### src/rtl/hiscore_ram_arbiter.sv
// Shares the work-RAM port between the main CPU and the hiscore engine.
// The hiscore side gets the port only after a pause handshake and a settle period.
module hiscore_ram_arbiter #(
    parameter int AW      = 16,
    parameter int DW      = 8,
    parameter int SETTLE  = 4,
    parameter int TIMEOUT = 1023
) (
    input  logic          clk_sys,
    input  logic          reset,
    input  logic          hs_access,
    input  logic [AW-1:0] hs_addr,
    input  logic [DW-1:0] hs_wdata,
    input  logic          hs_we,
    output logic [DW-1:0] hs_rdata,
    output logic          hs_rvalid,
    output logic          hs_grant,
    output logic          hs_abort,
    output logic          pause_req,
    input  logic          cpu_paused,
    input  logic [AW-1:0] cpu_addr,
    input  logic [DW-1:0] cpu_wdata,
    input  logic          cpu_we,
    output logic [DW-1:0] cpu_rdata,
    output logic [AW-1:0] ram_addr,
    output logic [DW-1:0] ram_wdata,
    output logic          ram_we,
    input  logic [DW-1:0] ram_rdata
);

    typedef enum logic [2:0] {
        S_IDLE    = 3'd0,
        S_REQ     = 3'd1,
        S_SETTLE  = 3'd2,
        S_GRANT   = 3'd3,
        S_RELEASE = 3'd4
    } state_t;

    localparam logic [3:0] SETTLE_LAST = 4'(SETTLE - 1);
    localparam logic [9:0] WAIT_LAST   = 10'(TIMEOUT - 1);

    state_t        state_q, state_d;
    logic [3:0]    cnt_q, cnt_d;
    logic [9:0]    wait_q, wait_d;
    logic          pause_req_q;
    logic          hs_grant_q;
    logic          rd_pend_q;
    logic          hs_rvalid_q;
    logic [DW-1:0] hs_rdata_q;
    logic          granted;
    logic          hs_read;

    always_comb begin
        state_d  = state_q;
        cnt_d    = '0;
        wait_d   = '0;
        hs_abort = 1'b0;
        case (state_q)
            S_IDLE: begin
                if (hs_access) state_d = S_REQ;
            end
            S_REQ: begin
                if (!hs_access) begin
                    state_d = S_RELEASE;
                end else if (cpu_paused) begin
                    state_d = S_SETTLE;
                end else if (wait_q == WAIT_LAST) begin
                    hs_abort = 1'b1;
                    state_d  = S_RELEASE;
                end else begin
                    wait_d = wait_q + 10'd1;
                end
            end
            S_SETTLE: begin
                if (!hs_access) begin
                    state_d = S_RELEASE;
                end else if (!cpu_paused) begin
                    state_d = S_REQ;
                end else if (cnt_q == SETTLE_LAST) begin
                    state_d = S_GRANT;
                end else begin
                    cnt_d = cnt_q + 4'd1;
                end
            end
            S_GRANT: begin
                if (!hs_access) state_d = S_RELEASE;
            end
            S_RELEASE: begin
                // A user pause keeps cpu_paused high, so leave after one cycle regardless.
                if (!cpu_paused || cnt_q != 4'd0) begin
                    state_d = S_IDLE;
                end else begin
                    cnt_d = 4'd1;
                end
            end
            default: state_d = S_IDLE;
        endcase
    end

    // Once hs_access drops, the final granted cycle may still read but never write.
    always_comb begin
        granted   = (state_q == S_GRANT);
        hs_read   = granted && !hs_we;
        ram_addr  = granted ? hs_addr  : cpu_addr;
        ram_wdata = granted ? hs_wdata : cpu_wdata;
        ram_we    = granted ? (hs_we && hs_access) : cpu_we;
    end

    always_ff @(posedge clk_sys) begin
        if (reset) begin
            state_q     <= S_IDLE;
            cnt_q       <= '0;
            wait_q      <= '0;
            pause_req_q <= 1'b0;
            hs_grant_q  <= 1'b0;
            rd_pend_q   <= 1'b0;
            hs_rvalid_q <= 1'b0;
            hs_rdata_q  <= '0;
        end else begin
            state_q     <= state_d;
            cnt_q       <= cnt_d;
            wait_q      <= wait_d;
            pause_req_q <= (state_d == S_REQ) || (state_d == S_SETTLE) || (state_d == S_GRANT);
            hs_grant_q  <= (state_d == S_GRANT);
            rd_pend_q   <= hs_read;
            hs_rvalid_q <= rd_pend_q;
            if (rd_pend_q) hs_rdata_q <= ram_rdata;
        end
    end

    assign pause_req = pause_req_q;
    assign hs_grant  = hs_grant_q;
    assign hs_rvalid = hs_rvalid_q;
    assign hs_rdata  = hs_rdata_q;
    assign cpu_rdata = ram_rdata;

endmodule
### config.mk
export PLATFORM = sky130hd
export DESIGN_NAME = hiscore_ram_arbiter
export DESIGN_NICKNAME = d
export VERILOG_FILES = /design/src/rtl/hiscore_ram_arbiter.sv
export SDC_FILE = /design/constraint.sdc
export NUM_CORES = 1
export LEC_CHECK = 0
export BUFFER_PORTS_ARGS = -buffer_cell sky130_fd_sc_hd__buf_2
export CAP_MARGIN = 0
export CORE_AREA = 8 8 91 93
export CTS_CLUSTER_SIZE = 14
export DETAILED_ROUTE_END_ITERATION = 12
export DIE_AREA = 0 0 99 101
export PLACE_DENSITY = 0.59
export SYNTH_ARGS = -nofsm -noshare
export SYNTH_HDL_FRONTEND = slang
export SYNTH_SLANG_ARGS = --single-unit
### constraint.sdc
create_clock -name clk_sys -period 1.99 [get_ports clk_sys]
set_input_delay 0.398 -clock clk_sys [delete_from_list [all_inputs] [get_ports clk_sys]]
set_output_delay 0.398 -clock clk_sys [all_outputs]
set_load 0.02 [all_outputs]
==> flow_metrics.env <==
export IMPL_outcome="complete, no violations"
export IMPL_drc=0
export IMPL_grt_pass1_wl_mm=7.017
export IMPL_cts_sinks=29
export IMPL_final_cell_mix="buf_2 (83), dfxtp_1 (27), nor2_1 (23), buf_6 (23), mux2_4 (17)"
export IMPL_track_usage_pct=8.624
export IMPL_cts_buffer_depth=2
export IMPL_cp_end_kind="output pin"
export IMPL_viasPerCell=4.363
export IMPL_fin_skew_ns=0.004833
export IMPL_synth_top_family_by_area="multiplexers"
export IMPL_dpl_cell_area_sq_mm=0.002212
export IMPL_leakage_nw=1.175
export IMPL_clk_pin_slew_worst_paths_ns=0.06
export IMPL_die_y_um=101
export IMPL_gp_congestion=0.8265
export IMPL_synthXorXnorAreaFrac_pct=4.776
export IMPL_cp_required_ns=1.59
export IMPL_min_period_ns=1.963
export IMPL_dr_first_iter_drc_count=46
export IMPL_rsz0062_at_grt="true"
export IMPL_yosysWarnings=0
export IMPL_worstSkewPairLatency_ns=0.27
export IMPL_dr_pass1_iters=4
export IMPL_whs_endpoint="rd_pend_q"
export IMPL_grt_overflow_total=0
export IMPL_startpoint="state_q[1]"
export IMPL_synth_fa_ha_area_share_pct=3.033
export IMPL_antennaDiodeCount=0
export IMPL_grt_max_degree=28
export IMPL_dp_hpwl_mm=3.938
export IMPL_hold_viol=0
export IMPL_drive_above_1_share_pct=56.27
export IMPL_slew_headroom_pct=68.16
export IMPL_slew_violations=0
export IMPL_top_usage_layer="met2"
export IMPL_wirelength_mm=4.986
export IMPL_cts_hold_buffers=0
export IMPL_final_antenna_net_count=0
export IMPL_synthCells=169
export IMPL_synthSimpleGateAreaFrac_pct=17.82
export IMPL_worst_path_max_fanout=7
export IMPL_synth_area_sq_mm=0.001650
export IMPL_setup_slack_ns=0.02673
export IMPL_syn_avg_cell_area_sq_um=9.765
export IMPL_synthMuxAreaShare_pct=25.09
export IMPL_hp_start="hs_we"
export IMPL_pre_cts_slack_ns=0.2921
export IMPL_n_fill_cell=707
export IMPL_ys_seq_elements=29
export IMPL_vias=1575
export IMPL_syn_nets=235
export IMPL_io_buffers=106
export IMPL_cts_root_buf="clkbuf_8"
export IMPL_met3_usage_pct=4.006
export IMPL_min_path_type="input port to flip-flop"
export IMPL_core_area_sq_mm=0.006943
export IMPL_die_area_sq_mm=0.009999
export IMPL_r2r_start="wait_q[5]"
export IMPL_rrSetupSlack_ns=0.47
export IMPL_h_tree_depth=2
export IMPL_arrival_ns=1.57
export IMPL_min_path_cells=2
export IMPL_synth_compound_area_share_pct=5.383
export IMPL_cts_tree="yes"
export IMPL_p_per_area_mw_per_mm2=517.9
export IMPL_antenna_found_initial=0
export IMPL_initial_core_util_pct=23.77
export IMPL_min_period_over_period_pct=98.66
export IMPL_rows=31
export IMPL_rr_worst_depth=5
export IMPL_fin_area_sq_mm=0.002530
export IMPL_clock_fmax_mhz=509.4
export IMPL_io_pins=107
export IMPL_tightestPinTransition_ns=0.4769
export IMPL_mostFrequentLayoutCell="buf_2"
export IMPL_layout_area_seq_sq_um=583.1
export IMPL_synth_top_area_share_pct=35.18
export IMPL_r2r_end="state_q[2]"
export IMPL_ir_drop_uv=217.7
export IMPL_synthTopCellsByArea="dfxtp_1 (35%), mux2_4 (15%), nor2_1 (5.5%)"
export IMPL_path_class="flip-flop to output pin"
export IMPL_ys_types=35
export IMPL_wl_per_cell_um=13.81
export IMPL_numCtsBuffers=5
export IMPL_grtUsageMet1_pct=8.729
export IMPL_critPathLaunchType="flip-flop"
export IMPL_die_w_um=99
export IMPL_setup_viol=0
export IMPL_area_growth_pct=53.30
export IMPL_fin_nets=344
export IMPL_multiInputGateArea_sq_um=938.4
export IMPL_globalRouteMet2Util_pct=15.44
export IMPL_yosysTopAreaCell="dfxtp_1"
export IMPL_first_global_vias=1473
export IMPL_seq_area_frac_synth_pct=35.18
export IMPL_maxCapViolations=0
[synth_stat cells]
cell type,count
dfxtp_1,29
nor2_1,24
mux2_4,17
nand2_1,9
buf_4,8
inv_1,8
mux2i_1,8
mux2_2,7
nor3_1,7
nand3_1,6
xnor2_1,5
ha_1,4
o21ai_0,4
xor2_1,4
a21oi_1,3
a211oi_1,2
clkbuf_1,2
nand3b_1,2
nand4_1,2
or2_2,2
or3_1,2
a31oi_1,1
and2b_1,1
buf_12,1
buf_6,1
buf_8,1
nand2b_1,1
nand3b_2,1
nor2b_1,1
nor3b_1,1
o21a_1,1
o311ai_0,1
o41ai_2,1
or2_1,1
or2b_1,1
[report_power, final]
part / internal, W / leakage [nW] / switching, W
combinational: 0.000141 / 0.896 / 0.000122
clock: 0.000241 / 0.0439 / 0.000218
sequential: 0.000586 / 0.235 / 0.00000326
total: 0.000967 / 1.18 / 0.000343
[metal layers]
metal / wire, um / up-vias
li1: - / 784
met1: 2023 / 714
met2: 2475 / 73
met3: 431 / 4
met4: 56 / 0
met5: 0 / -
[final cells by class]
type                            count  share of cell area, %
Clock buffer                        5                  2.720
Clock inverter                      3                 0.6924
Inverter                            8                  1.187
Multi-Input combinational cell    119                  37.09
Sequential cell                    29                  23.05
Tap cell                           82                  4.055
Timing Repair Buffer              115                  31.21
[flip-flops by register name (all words and copies together), names as in the netlist]
signal,cells
hs_rvalid,1
cnt_q,4
rd_pend_q,1
wait_q,10
hs_grant,1
hs_rdata,8
state_q,3
pause_req,1
[per-stage QoR]
stage	utilization (%)	std cells	TNS, ns	hold slack (ns)	power, W
after floorplan	-	169	0	0.4411	0.0007282
after global placement	31.86	348	0	0.4611	0.0008252
after detailed placement	31.86	348	0	0.4674	0.0008278
after CTS	33.16	356	0	0.2965	0.001303
after global routing	36.44	361	-0.1905	0.2982	0.001372
final	36.44	361	0	0.3053	0.001310
[worst max-delay path by stage]
stage                              end  slack [ns]  depth (start not counted)
after floorplan                 ram_we        0.13                          5
after global placement     ram_addr[3]        0.32                          4
after detailed placement  ram_addr[13]        0.29                          5
after CTS                 ram_addr[13]       0.005                          5
after global routing      ram_wdata[5]       -0.02                          5
final                     ram_wdata[3]        0.03                          5
[critical path, cell delays in order, from the launching register on]
cell and delay, ns:
dfxtp_2 0.34, nand2_2 0.05, or2_4 0.29, clkbuf_16 0.18, mux2_4 0.30, buf_6 0.13
[kinds of logic after synthesis]
logic type,Yosys count
simple gates,61
mux,32
flops,29
buf+inv,21
compound gates,13
xor+xnor,9
fa+ha+maj,4
[timing repair]
item                                    4_1_cts  5_1_grt
cloned                                        0        3
setup buffers                                 0        2
endpoints found under the setup margin        6       25
pin swaps                                     0        3
resized for setup                             2       50
Note: power is estimated with default switching activity, not from simulation.
